File: src/rtl/spi_master_param_if.sv
// spi_master_param_if
//
// Purpose: bundles the host handshake and the SPI bus signals of
// spi_master_param into one port. Signal names are seen from the master's
// side: i_* flow into the master and o_* flow out of it.
//
// Parameters: DATA_W (word width), NUM_SS (slave-select lines),
//             DIV_W (clock-divider width), SEL_W (slave-index width)
//
// Signals:
//   i_start   transfer request, only looked at while o_busy is low
//   i_cpol    SCLK idle level
//   i_cpha    0: sample on leading edge, 1: sample on trailing edge
//   i_clkDiv  SCLK half-period is i_clkDiv+1 system clocks
//   i_ssSel   slave index (values >= NUM_SS select the last slave)
//   i_data    word to transmit
//   i_miso    serial data from the slave
//   o_mosi    serial data to the slave
//   o_sclk    serial clock
//   o_ss      active-low slave selects, bit i selects slave i
//   o_busy    transfer in progress
//   o_done    one-cycle completion pulse
//   o_rxData  last received word
//
// Modports: master (the SPI master itself), slave (the side driving it)
interface spi_master_param_if #(
  parameter int DATA_W = 8,
  parameter int NUM_SS = 3,
  parameter int DIV_W  = 8,
  parameter int SEL_W  = 2
);

  logic              i_start;
  logic              i_cpol;
  logic              i_cpha;
  logic [DIV_W-1:0]  i_clkDiv;
  logic [SEL_W-1:0]  i_ssSel;
  logic [DATA_W-1:0] i_data;
  logic              i_miso;
  logic              o_mosi;
  logic              o_sclk;
  logic [NUM_SS-1:0] o_ss;
  logic              o_busy;
  logic              o_done;
  logic [DATA_W-1:0] o_rxData;

  modport master (
    input  i_start, i_cpol, i_cpha, i_clkDiv, i_ssSel, i_data, i_miso,
    output o_mosi, o_sclk, o_ss, o_busy, o_done, o_rxData
  );

  modport slave (
    output i_start, i_cpol, i_cpha, i_clkDiv, i_ssSel, i_data, i_miso,
    input  o_mosi, o_sclk, o_ss, o_busy, o_done, o_rxData
  );

endinterface

File: src/rtl/spi_master_param.sv
// spi_master_param
//
// Purpose: parameterised SPI master. SCLK is derived from the system clock
// through a programmable divider (half-period H = clkDiv+1 cycles), all four
// CPOL/CPHA modes are supported, and one word is exchanged per start
// handshake. A transfer walks IDLE -> SETUP -> XFER -> HOLD -> IDLE; BUSY
// covers SETUP, XFER and HOLD, and DONE pulses for one cycle when HOLD ends.
//
// Ports:
//   i_clk   system clock, everything on the rising edge
//   i_rst   asynchronous active-high reset
//   bus     spi_master_param_if.master (handshake + SPI bus signals)
//
// Build option: define SPI_MASTER_LSB_FIRST_EN to shift LSB first on MOSI
// and to assemble received bits from the MSB side toward the LSB. Without it
// both directions are MSB first. Timing is the same either way.
module spi_master_param #(
  parameter int DATA_W = 8,
  parameter int NUM_SS = 3,
  parameter int DIV_W  = 8,
  parameter int SEL_W  = 2
) (
  input logic i_clk,
  input logic i_rst,
  spi_master_param_if.master bus
);

  localparam int EDGE_W = $clog2(2 * DATA_W);
  localparam logic [EDGE_W-1:0] LAST_EDGE = EDGE_W'(2 * DATA_W - 1);

  typedef enum logic [1:0] {
    IDLE,
    SETUP,
    XFER,
    HOLD
  } state_t;

  state_t            r_state;
  logic              r_armed;
  logic              r_cpol;
  logic              r_cpha;
  logic [DIV_W-1:0]  r_clkDiv;
  logic [SEL_W-1:0]  r_ssSel;
  logic [DATA_W-1:0] r_shift;
  logic [DIV_W-1:0]  r_divCnt;
  logic [EDGE_W-1:0] r_edgeCnt;
  logic              r_mosi;
  logic              r_sclk;
  logic [NUM_SS-1:0] r_ss;
  logic              r_busy;
  logic              r_done;
  logic [DATA_W-1:0] r_rxData;

  int                w_ssIdx;
  logic [NUM_SS-1:0] w_ssMask;
  logic              w_txBit;
  logic [DATA_W-1:0] w_shiftIn;
  logic              w_intervalEnd;
  logic              w_sampleEdge;

  // The slave index is clamped to the last slave, then turned into a
  // one-cold select pattern so exactly one line goes low during a transfer.
  always_comb begin
    w_ssIdx  = (int'(r_ssSel) >= NUM_SS) ? NUM_SS - 1 : int'(r_ssSel);
    w_ssMask = '1;
    for (int i = 0; i < NUM_SS; i++) begin
      if (i == w_ssIdx) w_ssMask[i] = 1'b0;
    end
  end

  // A single shift register carries both directions: the outgoing bit is
  // taken from one end while the sampled MISO bit enters at the other, so
  // after DATA_W samples the register holds exactly the received word.
`ifdef SPI_MASTER_LSB_FIRST_EN
  assign w_txBit   = r_shift[0];
  assign w_shiftIn = {bus.i_miso, r_shift[DATA_W-1:1]};
`else
  assign w_txBit   = r_shift[DATA_W-1];
  assign w_shiftIn = {r_shift[DATA_W-2:0], bus.i_miso};
`endif

  // Every timed phase is a whole number of H-cycle intervals. Even edge
  // counts are leading edges; the sampling edge is the leading one for
  // CPHA=0 and the trailing one for CPHA=1.
  assign w_intervalEnd = (r_divCnt == r_clkDiv);
  assign w_sampleEdge  = (r_edgeCnt[0] == r_cpha);

  // Transfer sequencer. START is captured together with the configuration
  // while idle and the transfer proper begins one cycle later, so BUSY and
  // the slave select appear on the edge after START was sampled. During
  // XFER, SCLK toggles at the end of each H-cycle interval; MISO is shifted
  // in on the same clock edge that moves SCLK to its sampling level, and
  // MOSI only moves on the opposite edges. CPHA=0 skips the drive after the
  // last sample so MOSI stays put through HOLD.
  always_ff @(posedge i_clk or posedge i_rst) begin
    if (i_rst) begin
      r_state   <= IDLE;
      r_armed   <= 1'b0;
      r_cpol    <= 1'b0;
      r_cpha    <= 1'b0;
      r_clkDiv  <= '0;
      r_ssSel   <= '0;
      r_shift   <= '0;
      r_divCnt  <= '0;
      r_edgeCnt <= '0;
      r_mosi    <= 1'b0;
      r_sclk    <= 1'b0;
      r_ss      <= '1;
      r_busy    <= 1'b0;
      r_done    <= 1'b0;
      r_rxData  <= '0;
    end else begin
      r_done <= 1'b0;
      case (r_state)
        IDLE: begin
          r_divCnt  <= '0;
          r_edgeCnt <= '0;
          if (r_armed) begin
            r_armed <= 1'b0;
            r_state <= SETUP;
            r_busy  <= 1'b1;
            r_ss    <= w_ssMask;
            r_sclk  <= r_cpol;
            if (!r_cpha) r_mosi <= w_txBit;
          end else begin
            r_sclk <= bus.i_cpol;
            if (bus.i_start) begin
              r_armed  <= 1'b1;
              r_shift  <= bus.i_data;
              r_cpol   <= bus.i_cpol;
              r_cpha   <= bus.i_cpha;
              r_clkDiv <= bus.i_clkDiv;
              r_ssSel  <= bus.i_ssSel;
            end
          end
        end

        SETUP: begin
          if (w_intervalEnd) begin
            r_divCnt <= '0;
            r_state  <= XFER;
          end else begin
            r_divCnt <= r_divCnt + 1'b1;
          end
        end

        XFER: begin
          if (w_intervalEnd) begin
            r_divCnt <= '0;
            r_sclk   <= ~r_sclk;
            if (w_sampleEdge) begin
              r_shift <= w_shiftIn;
            end else if (r_edgeCnt != LAST_EDGE) begin
              r_mosi <= w_txBit;
            end
            if (r_edgeCnt == LAST_EDGE) begin
              r_edgeCnt <= '0;
              r_state   <= HOLD;
            end else begin
              r_edgeCnt <= r_edgeCnt + 1'b1;
            end
          end else begin
            r_divCnt <= r_divCnt + 1'b1;
          end
        end

        HOLD: begin
          if (w_intervalEnd) begin
            r_divCnt <= '0;
            r_state  <= IDLE;
            r_ss     <= '1;
            r_rxData <= r_shift;
            r_done   <= 1'b1;
            r_busy   <= 1'b0;
          end else begin
            r_divCnt <= r_divCnt + 1'b1;
          end
        end

        default: begin
          r_state <= IDLE;
        end
      endcase
    end
  end

  assign bus.o_mosi   = r_mosi;
  assign bus.o_sclk   = r_sclk;
  assign bus.o_ss     = r_ss;
  assign bus.o_busy   = r_busy;
  assign bus.o_done   = r_done;
  assign bus.o_rxData = r_rxData;

endmodule
File: src/flat_wrapper.sv
// flat-port wrapper written by rule: the top's interface ports become plain ports
module spi_master_param_flat 
#(
  parameter int DATA_W = 8,
  parameter int NUM_SS = 3,
  parameter int DIV_W  = 8,
  parameter int SEL_W  = 2
)
  (i_clk, i_rst, bus_i_start, bus_i_cpol, bus_i_cpha, bus_i_clkDiv, bus_i_ssSel, bus_i_data, bus_i_miso, bus_o_mosi, bus_o_sclk, bus_o_ss, bus_o_busy, bus_o_done, bus_o_rxData);
  spi_master_param_if #(.DATA_W(DATA_W), .NUM_SS(NUM_SS), .DIV_W(DIV_W), .SEL_W(SEL_W)) bus_i ();
  input logic i_clk;
  input logic i_rst;
  input wire logic [$bits(bus_i.i_start)-1:0] bus_i_start;
  input wire logic [$bits(bus_i.i_cpol)-1:0] bus_i_cpol;
  input wire logic [$bits(bus_i.i_cpha)-1:0] bus_i_cpha;
  input wire logic [$bits(bus_i.i_clkDiv)-1:0] bus_i_clkDiv;
  input wire logic [$bits(bus_i.i_ssSel)-1:0] bus_i_ssSel;
  input wire logic [$bits(bus_i.i_data)-1:0] bus_i_data;
  input wire logic [$bits(bus_i.i_miso)-1:0] bus_i_miso;
  output wire logic [$bits(bus_i.o_mosi)-1:0] bus_o_mosi;
  output wire logic [$bits(bus_i.o_sclk)-1:0] bus_o_sclk;
  output wire logic [$bits(bus_i.o_ss)-1:0] bus_o_ss;
  output wire logic [$bits(bus_i.o_busy)-1:0] bus_o_busy;
  output wire logic [$bits(bus_i.o_done)-1:0] bus_o_done;
  output wire logic [$bits(bus_i.o_rxData)-1:0] bus_o_rxData;
  assign bus_i.i_start = bus_i_start;
  assign bus_i.i_cpol = bus_i_cpol;
  assign bus_i.i_cpha = bus_i_cpha;
  assign bus_i.i_clkDiv = bus_i_clkDiv;
  assign bus_i.i_ssSel = bus_i_ssSel;
  assign bus_i.i_data = bus_i_data;
  assign bus_i.i_miso = bus_i_miso;
  assign bus_o_mosi = bus_i.o_mosi;
  assign bus_o_sclk = bus_i.o_sclk;
  assign bus_o_ss = bus_i.o_ss;
  assign bus_o_busy = bus_i.o_busy;
  assign bus_o_done = bus_i.o_done;
  assign bus_o_rxData = bus_i.o_rxData;
  spi_master_param #(.DATA_W(DATA_W), .NUM_SS(NUM_SS), .DIV_W(DIV_W), .SEL_W(SEL_W)) u_core (.i_clk(i_clk), .i_rst(i_rst), .bus(bus_i));
endmodule
File: config.mk
export PLATFORM = sky130hd
export DESIGN_NAME = spi_master_param_flat
export DESIGN_NICKNAME = d
export VERILOG_FILES = /design/src/rtl/spi_master_param_if.sv /design/src/rtl/spi_master_param.sv /design/src/flat_wrapper.sv
export SDC_FILE = /design/constraint.sdc
export NUM_CORES = 1
export LEC_CHECK = 0
export CAP_MARGIN = 0
export CORE_UTILIZATION = 50
export CTS_BUF_LIST = sky130_fd_sc_hd__clkbuf_16
export CTS_CLUSTER_DIAMETER = 100
export CTS_CLUSTER_SIZE = 8
export DETAILED_ROUTE_END_ITERATION = 10
export PLACE_DENSITY = 0.75
export SYNTH_ARGS = -nofsm -noshare
export SYNTH_HDL_FRONTEND = slang
export SYNTH_SLANG_ARGS = --single-unit
File: constraint.sdc
create_clock -name i_clk -period 2.65 [get_ports i_clk]
set_clock_uncertainty 0.05 [all_clocks]
set_input_delay 0.6625 -clock i_clk [delete_from_list [all_inputs] [get_ports i_clk]]
set_output_delay 0.6625 -clock i_clk [all_outputs]
set_load 0.05 [all_outputs]
# Word-level counts from Yosys, hierarchy flattened
# Cells that the tools add are included.
dict set report word_totals {
  regBits 50
  latchBits 0
  ramBits 0
  rom_bits 0
  elab_cells 91
  memories 0
}
dict set report classes {
  addsub 2
  multipliers 0
  n_div 0
  n_lt_le_gt_ge 1
  eq_ne 20
  n_shift 0
  mux 39
  bitwise 2
  n_reduce_logical 12
}
# operator n
set op_table {}
lappend op_table {{two-way mux 8 bit} 5}
lappend op_table {{== test 2 x 32 -> 1 bit (first input constant)} 1}
lappend op_table {{== test 3 x 32 -> 1 bit (first input constant)} 1}
lappend op_table {{logical NOT 32 bit} 1}
lappend op_table {{one-hot mux 8 bit (2 select lines)} 2}
lappend op_table {{two-way mux 1 bit} 16}
lappend op_table {{!= test 2 x 1 -> 1 bit (second input constant)} 7}
lappend op_table {{two-way mux 2 bit} 6}
lappend op_table {{AND reduction 5 bit} 2}
lappend op_table {{adder 8 x 1 -> 8 bit (second input constant)} 1}
lappend op_table {{== test 8 bit} 1}
lappend op_table {{two-way mux 4 bit} 2}
lappend op_table {{!= test 2 bit (second input constant)} 4}
lappend op_table {{one-hot mux 2 bit (4 select lines)} 1}
lappend op_table {{one-hot mux 4 bit (2 select lines)} 1}
lappend op_table {{two-way mux 3 bit} 2}
lappend op_table {{one-hot mux 1 bit (2 select lines)} 3}
lappend op_table {{one-hot mux 3 bit (2 select lines)} 1}
lappend op_table {{AND reduction 3 bit} 2}
lappend op_table {{AND reduction 6 bit} 1}
lappend op_table {{adder 4 x 1 -> 4 bit (second input constant)} 1}
lappend op_table {{== test 2 bit (second input constant)} 2}
lappend op_table {{== test 4 bit (second input constant)} 1}
lappend op_table {{!= test 4 bit (second input constant)} 1}
lappend op_table {{other kinds (8)} 11}

# Longest topological paths before layout
# Gate-level depths: netlist (run 1).
dict set report depth {
  depth_word 6
  ltp_mapped 7
  mapped_depth_nobuf 6
}

# Worst setup path before layout (run 1)
# OpenSTA, ideal clock, no wires.
dict set report synth_timing {
  path_type {flip-flop to flip-flop}
  from {register u_core.r_state[0]}
  to {register u_core.r_mosi, in the netlist u_core.bus.o_mosi}
  t_arrival_ps 1698
  t_required_ps 2472
  slack_ps 774
  path_stages_with_launch 7
  n_path_buf 0
  path_cell_list {dfrtp_1 -> inv_1 -> ha_1 -> a21o_1 -> a221o_1 -> a211oi_2 -> mux2_1}
}
dict set report synth_between {
  elab_chain_cells 3
  elab_cells_between_ends 10
}
# item line_no
set synth_lines {}
lappend synth_lines {{start: declaration} spi_master_param.sv:38} ;# state_t r_state;
lappend synth_lines {{start signal: assignment} spi_master_param.sv:97} ;# r_state <= IDLE;
lappend synth_lines {{start signal: assignment} spi_master_param.sv:120} ;# r_state <= SETUP;
lappend synth_lines {{start signal: assignment} spi_master_param.sv:141} ;# r_state <= XFER;
lappend synth_lines {{== test 2 bit or logical NOT 2 bit (tied branches)} spi_master_param.sv:114} ;# case (r_state)
lappend synth_lines {{!= test 2 bit (no line), or another cell as far along} -}
lappend synth_lines {{AND reduction 6 bit (no line)} -}
lappend synth_lines {{end signal: assignment} spi_master_param.sv:124} ;# if (!r_cpha) r_mosi <= w_txBit;
lappend synth_lines {{end signal: assignment} spi_master_param.sv:154} ;# r_mosi <= w_txBit;
lappend synth_lines {{end: declaration} spi_master_param.sv:47} ;# logic r_mosi;
# Parallel ways exist; a longest one is shown, timed or not.
# A chain may end at the register's enable or synchronous reset.

# Final worst setup path (run 1)
dict set report layout_timing {
  from {register u_core.r_ss[1], in the netlist u_core.bus.o_ss[1]}
  to {output bus_o_ss[1]}
}
# item line_no
set layout_lines {}
lappend layout_lines {{start: declaration} spi_master_param.sv:49} ;# logic [NUM_SS-1:0] r_ss;
lappend layout_lines {{start signal: assignment} spi_master_param.sv:122} ;# r_ss <= w_ssMask;
lappend layout_lines {{end: declaration} flat_wrapper.sv:22} ;# output wire logic [$bits(bus_i.o_ss)-1:0] bus_o_ss;
# No word-level cell between the ends.

==> impl_metrics.tcl, run 1 <==
set metrics [dict create \
    status "completed" \
    maxCapViolations 0 \
    slowest_delay_ns 0.80 \
    numCtsBuffers 5 \
    slew_viol_final 0 \
    ys.flop_type "dfrtp_1" \
    finalCritPeriodShare 0.879 \
    overflow 0 \
    intPower_w 0.00212 \
    grt_pass1_vias 1679 \
    seq_area_frac_synth 0.518 \
    yosys_warnings 0 \
    path_delay_family "buffers and inverters" \
    ys_seq_elements 50 \
    synth-simple-area-share 0.120 \
    route.detailed.drc 0 \
    setup_viol 0 \
    antenna_found_initial 0 \
    yosys.area_share.adder 0.0361 \
    path_cells "clkdlybuf4s50_1" \
    synth_xor_area_frac 0.0542 \
    clockBufferDepth 2 \
    ios 39 \
    endpoint_kind "output port" \
    die_area_sq_um 5130 \
    crit_fanout 2 \
    syn_area_sq_um 2420 \
    diodes 0 \
    ctsResizeCount 0 \
    critPathLaunchType "register" \
    place.gp.congestion 0.805 \
    worstPathArrival_ns 1.62 \
    grt_pass1_wl_um 7810 \
    routed_via_density 5.61 \
    synth_cell_type_count 44 \
    synthCells 216 \
    switchingPower_w 0.00139 \
    fin_nets 286 \
    drt_first_pass_iters 4 \
    ant_nets 0 \
    die_h_um 71.6 \
    routed-wl-met3_um 208 \
    p_per_area_nw_per_um2 1170 \
    hold_violations 0 \
    vias 1728 \
    drtIter0Drc 162 \
    hold_buffers 0 \
    synth.area.mux_share 0.106 \
    coreArea_sq_um 4500 \
    clockPowerShare 0.177 \
    layout_min_cycle_time_ns 2.33 \
    tns_ns 0 \
    avgSynthCellArea_sq_um 11.2 \
    cts.sinks 50 \
    seqPwrFrac 0.365 \
    clk_pin_slew_worst_paths_ns 0.06 \
    hold_path.class "register to register" \
    met2_length_um 2000 \
    grt_max_degree 27 \
    irDropWorstVdd_mv 0.702 \
    async_reset_ff_frac 1.00 \
    clk-insertion-delay-late_ns 0.29 \
    start_util 0.538 \
    drt-total-wl_um 4500 \
    relSlewSlack 0.526 \
    topRoutingLayerUsed "met4" \
    port_buffers 38 \
    fmax_ghz 0.429 \
    wl_per_cell_um 14.6 \
    p_leak_nw 1.32 \
    crit_slowest_cell "clkdlybuf4s50_1" \
    power_switching_share 0.396 \
    synth_top_family_by_area "compound AO/OA/AOI/OAI gates" \
    rsz0062_at_grt "no" \
    root_buffer "clkbuf_16" \
    critPathKind "register to output port" \
    worstMarginPinSlew_ns 0.710 \
    worst-path-buf-inv 1 \
    synth_fp_nets 247 \
    grt.total_usage 0.197 \
    crit_required_ns 1.94 \
    wl_met1_um 2220 \
    cts_post_setup_buffers_inserted 0 \
    areaGrowthSynthToFinish_pct 23.6 \
    comb_power_share 0.458 \
    post-place-cells 300 \
    synth_enable_flop_cells 0 \
    drive_gt1_frac 0.156 \
    synth_compound_area_frac 0.127 \
    final_cells 308 \
    die_w_um 71.6 \
    htree_levels 2 \
    cts_tree "yes" \
    dp_hpwl_um 3130 \
    row_count 24 \
]
==> layout make-up <==
cell class                 count  area [sq um]
timing repair buffer          41           415
sequential                    50          1250
fill                         382          1510
inverter                      12          45.0
clock inverter                 3          17.5
tap                           52          65.1
multi-input combinational    145          1070
clock buffer                   5           125
==> state kept, by name (all words and copies together) (netlist names) <==
| signal | cells |
|---|---|
| u_core.bus.o_busy | 1 |
| u_core.bus.o_done | 1 |
| u_core.bus.o_mosi | 1 |
| u_core.bus.o_rxData | 8 |
| u_core.bus.o_sclk | 1 |
| u_core.bus.o_ss | 3 |
| u_core.r_armed | 1 |
| u_core.r_clkDiv | 8 |
| u_core.r_cpha | 1 |
| u_core.r_cpol | 1 |
| u_core.r_divCnt | 8 |
| u_core.r_edgeCnt | 4 |
| u_core.r_shift | 8 |
| u_core.r_ssSel | 2 |
| u_core.r_state | 2 |
==> cell families after synthesis <==
group / count (synthesis)
fa+ha+maj: 7
xor+xnor: 15
buf+inv: 21
flops: 50
compound gates: 42
simple gates: 58
mux: 23
==> per-layer routing <==
metal / vias to the layer above / GRT usage
met5: - / 0
met4: 0 / 0.0697
met3: 9 / 0.0422
met2: 54 / 0.312
met1: 820 / 0.270
li1: 845 / -
==> stage by stage <==
stage | power [W] | util | instance area, sq um | hold WS [ns] | setup slack, ns
floorplan | 0.00250 | - | 2420 | 0.350 | 0.741
global placement | 0.00286 | 0.634 | 2860 | 0.372 | 0.410
detailed placement | 0.00290 | 0.634 | 2860 | 0.381 | 0.339
CTS | 0.00354 | 0.666 | 3000 | 0.389 | 0.314
global route | 0.00374 | 0.666 | 3000 | 0.412 | 0.204
finish | 0.00351 | 0.666 | 3000 | 0.391 | 0.320
==> path summary, 6_finish.rpt <==
kind	startpoint	endpoint	slack (ns)	cells past startpoint
max reg2reg	u_core.r_state[0]	u_core.r_shift[4]	0.39	7
min reg2reg	u_core.r_ssSel[0]	u_core.bus.o_ss[1]	0.39	1
min in group asynchronous	i_rst	u_core.bus.o_done	0.70	2
max	u_core.bus.o_ss[1]	bus_o_ss[1]	0.32	1
max in group asynchronous	i_rst	u_core.bus.o_ss[1]	1.23	3
min	u_core.r_ssSel[0]	u_core.bus.o_ss[1]	0.39	1
==> synthesized netlist by cell type (all sizes together), types with 6 or more instances <==
library cell   n  area (sq um)
dfrtp         47          1180
mux2          22           248
nor2          16          62.6
inv           12          45.0
nand2         12          52.6
nand3          9          45.0
xnor2          9          78.8
buf            7          42.5
ha             7          87.6
o211ai         7          57.6
o21ai          7          35.0
a21oi          6          30.0
xor2           6          52.6
==> power by group through the flow <==
stage	Sequential [W]	Combinational [W]	Clock, W
6_report	0.00128	0.00161	0.000619
5_1_grt	0.00133	0.00176	0.000657
4_1_cts	0.00128	0.00162	0.000636
3_5_place_dp	0.00130	0.00160	0
3_3_place_gp	0.00129	0.00157	0
2_1_floorplan	0.00153	0.000972	0
==> layout by cell type (no fill, tap or decap), drive strengths merged, types with 3 or more instances in the layout <==
cell and n:
o21ai 7, inv 13, nand4 4, clkdlybuf4s50 38, mux2 22, ha 7, a21oi 6, o211ai 7
nand2 12, clkbuf 5, o22a 4, buf 3, a22oi 4, nor3 4, xnor2 9, nor2 16
dfrtp 47, a2bb2oi 3, dfstp 3, nand3 9, xor2 6, a31oi 3, nor2b 3
Power figures use the tool's default switching activity.
==> inputs of run 2 (changes only) <==
--- a/config.mk
+++ b/config.mk
@@ -5,6 +5,7 @@
 export SDC_FILE = /design/constraint.sdc
 export NUM_CORES = 1
 export LEC_CHECK = 0
+export ABC_CLOCK_PERIOD_IN_PS = 2650
 export CAP_MARGIN = 0
 export CORE_UTILIZATION = 50
 export CTS_BUF_LIST = sky130_fd_sc_hd__clkbuf_16
@@ -12,6 +13,7 @@
 export CTS_CLUSTER_SIZE = 8
 export DETAILED_ROUTE_END_ITERATION = 10
 export PLACE_DENSITY = 0.75
+export SKIP_CTS_REPAIR_TIMING = 1
 export SYNTH_ARGS = -nofsm -noshare
 export SYNTH_HDL_FRONTEND = slang
 export SYNTH_SLANG_ARGS = --single-unit
==> results of run 2 <==
Same layout as run 1: the final DEF is identical, and so are final timing and power.
